<file path="src/rtl/stall_requester.sv">
// stall_requester
//   Queues stall requests in a 2-entry FIFO and hands them, one at a time,
//   to a downstream stall counter. A request is handed over with a one-cycle
//   start pulse. The block then waits for the counter's PC-enable to drop,
//   which means the stall has started, and to rise again, which means it has
//   ended. If PC-enable never drops within TIMEOUT cycles the attempt is
//   abandoned and a sticky error flag is raised.
//
// Ports
//   clk          in   clock, all state updates on the rising edge
//   rstN         in   synchronous active-low reset
//   reqValid     in   a stall request is presented this cycle
//   reqCycles    in   requested stall length [DELAY_W]
//   reqReady     out  FIFO not full, so a request can be accepted
//   pcEn         in   PC-enable from the stall counter (0 = stalling)
//   delayEn      out  one-cycle stall-start pulse
//   delayLen     out  stall length, valid with delayEn, otherwise 0
//   busy         out  FIFO non-empty or FSM not idle
//   errTimeout   out  sticky: pcEn failed to fall within TIMEOUT cycles
//   issuedCount  out  completed stalls, wraps 255 -> 0
module stall_requester #(
  parameter int DELAY_W = 3,
  parameter int TIMEOUT = 4
) (
  input  logic               clk,
  input  logic               rstN,
  input  logic               reqValid,
  input  logic [DELAY_W-1:0] reqCycles,
  output logic               reqReady,
  input  logic               pcEn,
  output logic               delayEn,
  output logic [DELAY_W-1:0] delayLen,
  output logic               busy,
  output logic               errTimeout,
  output logic [7:0]         issuedCount
);

  localparam int TW = $clog2(TIMEOUT + 1);
  localparam logic [TW-1:0] TO_LIMIT = TW'(TIMEOUT);
  localparam logic [TW-1:0] TO_ONE   = TW'(1);
  localparam logic [TW-1:0] TO_ZERO  = TW'(0);

  typedef enum logic [1:0] {
    IDLE      = 2'd0,
    ISSUE     = 2'd1,
    WAIT_LOW  = 2'd2,
    WAIT_HIGH = 2'd3
  } state_t;

  state_t             state_r;
  state_t             nextState_s;

  logic [DELAY_W-1:0] fifoMem_r [2];
  logic               wrPtr_r;
  logic               rdPtr_r;
  logic [1:0]         fifoCount_r;
  logic [1:0]         countNext_s;
  logic               push_s;
  logic               pop_s;
  logic               notEmpty_s;
  logic               headNonZero_s;
  logic [DELAY_W-1:0] head_s;

  logic [TW-1:0]      toCnt_r;
  logic [TW-1:0]      toCntNext_s;
  logic               errNext_s;
  logic [7:0]         issuedNext_s;

  // Ready depends only on stored occupancy, so a pop on the same edge
  // cannot open a slot for the request presented this cycle.
  assign reqReady      = (fifoCount_r != 2'd2);
  assign push_s        = reqValid & reqReady;
  assign notEmpty_s    = (fifoCount_r != 2'd0);
  assign head_s        = fifoMem_r[rdPtr_r];
  assign headNonZero_s = notEmpty_s & (head_s != {DELAY_W{1'b0}});

  // FIFO occupancy after this edge; push+pop leaves it unchanged.
  always_comb begin
    countNext_s = fifoCount_r;
    case ({push_s, pop_s})
      2'b10:   countNext_s = fifoCount_r + 2'd1;
      2'b01:   countNext_s = fifoCount_r - 2'd1;
      default: countNext_s = fifoCount_r;
    endcase
  end

  // Next state, FIFO pop, timeout counter, error flag and completion count.
  always_comb begin
    nextState_s  = state_r;
    pop_s        = 1'b0;
    toCntNext_s  = toCnt_r;
    errNext_s    = errTimeout;
    issuedNext_s = issuedCount;
    case (state_r)
      IDLE: begin
        if (!notEmpty_s) begin
          nextState_s = IDLE;
        end else if (!headNonZero_s) begin
          // Zero-length request: drop it without a pulse.
          pop_s       = 1'b1;
          nextState_s = IDLE;
        end else begin
          nextState_s = ISSUE;
        end
      end
      ISSUE: begin
        pop_s       = 1'b1;
        toCntNext_s = TO_ZERO;
        nextState_s = WAIT_LOW;
      end
      WAIT_LOW: begin
        if (!pcEn) begin
          nextState_s = WAIT_HIGH;
        end else begin
          toCntNext_s = toCnt_r + TO_ONE;
          if ((toCnt_r + TO_ONE) == TO_LIMIT) begin
            errNext_s   = 1'b1;
            nextState_s = IDLE;
          end else begin
            nextState_s = WAIT_LOW;
          end
        end
      end
      WAIT_HIGH: begin
        if (pcEn) begin
          issuedNext_s = issuedCount + 8'd1;
          if (headNonZero_s) begin
            nextState_s = ISSUE;
          end else begin
            nextState_s = IDLE;
          end
        end else begin
          nextState_s = WAIT_HIGH;
        end
      end
      default: begin
        nextState_s = IDLE;
      end
    endcase
  end

  // FIFO storage and pointers.
  always_ff @(posedge clk) begin
    if (!rstN) begin
      fifoMem_r[0] <= {DELAY_W{1'b0}};
      fifoMem_r[1] <= {DELAY_W{1'b0}};
      wrPtr_r      <= 1'b0;
      rdPtr_r      <= 1'b0;
      fifoCount_r  <= 2'd0;
    end else begin
      if (push_s) begin
        fifoMem_r[wrPtr_r] <= reqCycles;
      end
      wrPtr_r     <= wrPtr_r ^ push_s;
      rdPtr_r     <= rdPtr_r ^ pop_s;
      fifoCount_r <= countNext_s;
    end
  end

  // FSM state, timeout counter and status registers.
  always_ff @(posedge clk) begin
    if (!rstN) begin
      state_r     <= IDLE;
      toCnt_r     <= TO_ZERO;
      errTimeout  <= 1'b0;
      issuedCount <= 8'd0;
    end else begin
      state_r     <= nextState_s;
      toCnt_r     <= toCntNext_s;
      errTimeout  <= errNext_s;
      issuedCount <= issuedNext_s;
    end
  end

  // Registered pulse/length/busy, computed from next-cycle state. The head
  // is never popped on an edge that enters ISSUE, so the current head is
  // also the head seen during ISSUE.
  always_ff @(posedge clk) begin
    if (!rstN) begin
      delayEn  <= 1'b0;
      delayLen <= {DELAY_W{1'b0}};
      busy     <= 1'b0;
    end else begin
      delayEn  <= (nextState_s == ISSUE);
      delayLen <= (nextState_s == ISSUE) ? head_s : {DELAY_W{1'b0}};
      busy     <= (countNext_s != 2'd0) || (nextState_s != IDLE);
    end
  end

endmodule

</file>
<file path="config.mk">
export PLATFORM = sky130hd
export DESIGN_NAME = stall_requester
export DESIGN_NICKNAME = d
export VERILOG_FILES = /design/src/rtl/stall_requester.sv
export SDC_FILE = /design/constraint.sdc
export NUM_CORES = 1
export LEC_CHECK = 0
export ABC_AREA = 1
export ABC_CLOCK_PERIOD_IN_PS = 3600
export CAP_MARGIN = 20
export CORE_AREA = 3 3 55 57
export CTS_CLUSTER_DIAMETER = 40
export CTS_CLUSTER_SIZE = 40
export DETAILED_ROUTE_END_ITERATION = 12
export DIE_AREA = 0 0 58 60
export PLACE_DENSITY = 0.82
export SLEW_MARGIN = 20
export SYNTH_ARGS = -nofsm -noshare
export SYNTH_HDL_FRONTEND = slang
export SYNTH_SLANG_ARGS = --single-unit
</file>
<file path="constraint.sdc">
create_clock -name clk -period 3.6 [get_ports clk]
set_input_delay 0.36 -clock clk [delete_from_list [all_inputs] [get_ports clk]]
set_output_delay 0.36 -clock clk [all_outputs]
set_load 0.03 [all_outputs]
</file>
# ---- After elaboration in Yosys (flattened, before gate mapping)
# Memory sizes are Yosys's and may differ from the RTL's. A register that Yosys moved wholly into a read port is not among the register bits.
# Index checks and enable logic that the tools add are counted.
dict set report classes {
  addsub 4
  n_eq_ne 9
  mux 20
  n_bitwise 4
  reduce_logical 12
}
# op count
set ops {}
lappend ops {{$mux 1} 11}
lappend ops {{$add 8x1->8 const B} 1}
lappend ops {{$pmux 2 s4} 1}
lappend ops {{$reduce_bool 2->1} 4}
lappend ops {{$eq 2x1->1 const B} 3}
lappend ops {{$eq 2x2->1 const B} 3}
lappend ops {{$mux 2} 3}
lappend ops {{$mux 3} 2}
lappend ops {{$pmux 3 s2} 1}
lappend ops {{$reduce_and 2->1} 3}
lappend ops {{$ne 2x2->1 const B} 2}
lappend ops {{$pmux 2 s2} 1}
lappend ops {{$add 3x1->3 const B} 1}
lappend ops {{$eq 3x3->1 const B} 1}
lappend ops {{$reduce_and 3->1} 1}
lappend ops {{$reduce_bool 3->1} 1}
lappend ops {{$reduce_or 3->1} 1}
lappend ops {{$add 2x1->2 const B} 1}
lappend ops {{$and 1x1->1} 2}
lappend ops {{$logic_not 2->1} 1}
lappend ops {{$pmux 1 s2} 1}
lappend ops {{$sub 2x1->2 const B} 1}
lappend ops {{$xor 1x1->1} 2}
lappend ops {{$logic_or 1x1->1} 1}
dict set report word_totals {
  ff_bits 23
  mem_bits_rw 6
  in_bits 7
  word_cells 60
  memories 1
}
# name depth width read_ports rd_clocked_by_memory_dff write_ports line_no
set memory_table {}
lappend memory_table {fifoMem_r 2 3 1 1 2 53} ;# logic [DELAY_W-1:0] fifoMem_r [2];

# ---- Depth between registers and ports, before layout
dict set report logic_depth {
  ltp_word 9
  ltp_mapped 15
  mapped_depth_nobuf 15
}

# ---- Worst setup path after synthesis
# OpenSTA, ideal clock, no wires.
dict set report synth_timing {
  kind {flip-flop to flip-flop}
  startpoint {reg fifoCount_r[0]}
  endpoint {reg busy}
  setup_time_ps 114
  arrival_time_ps 1535
  slack_ps 1951
  path_stages_with_launch 11
  n_path_buf 0
  synth_period_minus_slack_ps 1649
  cell_sequence {dfxtp_1 -> inv_1 -> nand2_1 -> nand2_1 -> ha_1 -> inv_1 -> nand4_1 -> nand3_1 -> nand2_1 -> nor2_1 -> nand2_1}
}
dict set report synth_between {
  elab_cells_between_ends 19
  cone_classes {add/sub: 2; eq/ne: 3; mux: 8; bitwise: 2; reduce/logical: 4}
}
# element line_no
set synth_rtl {}
lappend synth_rtl {{start: declaration} 56} ;# logic [1:0] fifoCount_r;
lappend synth_rtl {{start signal: assignment} 156} ;# fifoCount_r <= countNext_s;
lappend synth_rtl {{$ne 2x2->1 *} 71} ;# assign reqReady = (fifoCount_r != 2'd2);
lappend synth_rtl {{named net reqReady} 29} ;# output logic reqReady,
lappend synth_rtl {{$and 1x1->1 *} 72} ;# assign push_s = reqValid & reqReady;
lappend synth_rtl {{$eq 2x1->1 or $eq 2x2->1 (tied branches)} 80} ;# case ({push_s, pop_s})
lappend synth_rtl {{$pmux 2 s2 *} 80}
lappend synth_rtl {{$reduce_bool 2->1 *} 186} ;# busy <= (countNext_s != 2'd0) || (nextState_s != IDLE);
lappend synth_rtl {{$logic_or 1x1->1 *} 186}
lappend synth_rtl {{end signal: assignment} 186}
lappend synth_rtl {{end: declaration} 33} ;# output logic busy,
# The timed path passes the listed nets; every way through them passes the cells marked *.
# A chain may end at the register's enable or synchronous reset.

# ---- Worst setup path after layout
dict set report layout_timing {
  startpoint {reg fifoCount_r[0]}
  endpoint {out reqReady}
}
dict set report layout_between {
  elab_chain_len 1
}
# element line_no
set layout_rtl {}
lappend layout_rtl {{$ne 2x2->1} 71}
lappend layout_rtl {{end: declaration} 29}
# No other way between the ends.

==> out/results.txt <==
status - finished clean
fill count - 215
Mapped Area - 1415 um^2
final hold vios - 0
IO Pins - 22
Clock Tree Root - clkbuf_4
Synth cell types - 21
Post-Syn Nets - 209
CP endpoint kind - output pin
CORE AREA - 2522 um^2
leading cell types in the layout, fill and taps excluded - nand2_1 (59), inv_1 (37), dfxtp_1 (24), nor2_1 (23), clkdlybuf4s50_1 (21)
ANT nets after route - 0
Final #Nets - 235
ranking of synthesized cells by area - dfxtp_1 (34%), nand2_1 (16%), edfxtp_1 (13%)
postcts setup bufs - 0
CTS tree - built
synthesis-stage register bit count - 30
routed length on met2 - 1.453 mm
WS Path Type - reg -> out
cell accounting for the most synthesized area - dfxtp_1
startpoint types - flip-flop
Pwr per Cell Area - 614.1 nW/um^2
Arrival @ worst endpoint - 1560 ps
Finished Core Util - 0.6751
Slew headroom - 0.6398
WL/cell - 10.80 um
max cap viols - 0
Tightest Pin Transition - 538.6 ps
DIE AREA - 3480 um^2
DRC - 0
ANT cells - 0
H-Tree Depth - 2
Final Wtd Congestion - 0.8454
WP data required - 3240 ps
Area Growth Syn to Fin - 20.34%
top cell type's share of synthesized area - 0.3395
Die Width - 58 um
first-pass GRT wire length - 4.809 mm
initial antenna violation count - 0
GRT Resource Usage Total - 0.1811
FF+latch area - 660.6 um^2
vias - 1247
share of layout cells above drive strength 1 - 0.08000
slowest stage delay, CP - 680 ps
drt total wl - 2.755 mm
M1 WL - 1.178 mm
Multi-input gate area - 598.1 um^2
Post-Syn Area per Cell - 7.147 um^2
Final period util - 0.5342
CP max-delay cell - clkdlybuf4s50_1
initial core utilization - 0.5610
Final TNS setup - 0 ps
Synth Instances - 198
RSZ-0062 raised after global routing - false
clk_lat worst skew - 310 ps
Max Clock Freq - 520.0 MHz
drt pass-1 iters - 4
vias per inst - 4.890
Row Count - 18
Hold Crit Class - reg -> reg
Max Fanout on Critical Path - 4
VDD IR-drop max - 0.4677 mV
metal3 WL - 108 um
I/O Buffers - 21
# clock sinks - 30
CTS buffer count - 5
Initial DRC Count - 39
gr ovfl total - 0
largest net degree at the start of global routing - 17
clk slew on worst S/H paths - 80 ps
synth warn - 0
number of global-route vias before repair - 1243
Worst Skew - 13.08 ps
CTS resizes - 0
commonest non-fill, non-tap cell in the layout - nand2_1
HPWL after DPL - 2.160 mm
setup violators final - 0
Final min period - 1923 ps
setup ws final - 1677 ps
CP cell instances - inv_1 -> nand2_1 -> clkdlybuf4s50_1
Leak - 0.0008179 uW
Setup WS pre-CTS - 1658 ps
Die Y - 60 um
clock buffer depth - 2
Max Used Layer - met4
# hold bufs at CTS - 0
post-synthesis sequential area ratio - 0.4668
Final Max Tran Viols - 0
-- power by group --
group	internal [uW]	switching [uW]	total (uW)
sequential	408	47.2	455
combinational	146	265	411
clock	77.8	102	180
total	632	414	1050
-- path summary, 6_finish.rpt --
kind | startpoint | end | slack, ps | cells past startpoint
max reg2reg | flip-flop | busy | 1690 | 13
min reg2reg | issuedCount[5] | issuedCount[5] | 470 | 2
max | fifoCount_r[0] | reqReady | 1680 | 3
min | issuedCount[5] | issuedCount[5] | 470 | 2
-- through the flow --
step,power (uW),hold WS [ps],area (um^2),std cells
after detailed placement,871.3,461.0,1654,247
after floorplan,752.4,454.2,1415,198
after CTS,1052,473.2,1703,255
after global placement,847.6,453.3,1654,247
final,1046,465.4,1703,255
after global routing,1142,515.1,1703,255
-- cell type report --
cell class | instances | share of cell area
repair buffers | 21 | 0.1234
well taps | 30 | 0.02204
clock buffers | 8 | 0.02866
flip-flops and latches | 30 | 0.3880
multi-input cells | 127 | 0.3512
inverters | 39 | 0.08670
-- cells by family after synthesis --
logic type	after synthesis	synth area share
compound gates	17	0.06808
fa+ha+maj	4	0.03537
buf+inv	41	0.1105
flops	30	0.4668
simple gates	106	0.3192
-- state kept, by name (all words and copies together) (netlist names), 2 cells and up, named ones only --
signal	count
fifoMem_r	6
fifoCount_r	2
delayLen	3
issuedCount	8
state_r	2
toCnt_r	3
-- layer usage --
layer | vias up | global-route usage
li1 | 660 | -
met1 | 558 | 0.2030
met2 | 27 | 0.3210
met3 | 2 | 0.04104
met4 | 0 | 0.09272
met5 | - | 0
-- critical path: cells and delay by family, from the launching register on --
kind | cells | cell delay [ps]
buffers and inverters | 2 | 780
and+or+nand+nor | 1 | 100
DFF | 1 | 380
-- cells in the mapped netlist --
library cell / n
ha_1: 4
inv_2: 1
nor2_2: 3
edfxtp_1: 6
nand3_2: 2
o21ai_0: 5
nand4_1: 4
nor3_1: 1
nand3_1: 10
clkbuf_1: 1
a21oi_1: 9
nand2_1: 59
nor2_1: 23
nand2_2: 4
a21oi_2: 1
buf_2: 1
a31oi_1: 1
inv_1: 37
o21bai_2: 1
dfxtp_1: 24
clkinv_2: 1
Note: power is estimated with default switching activity, not from simulation.
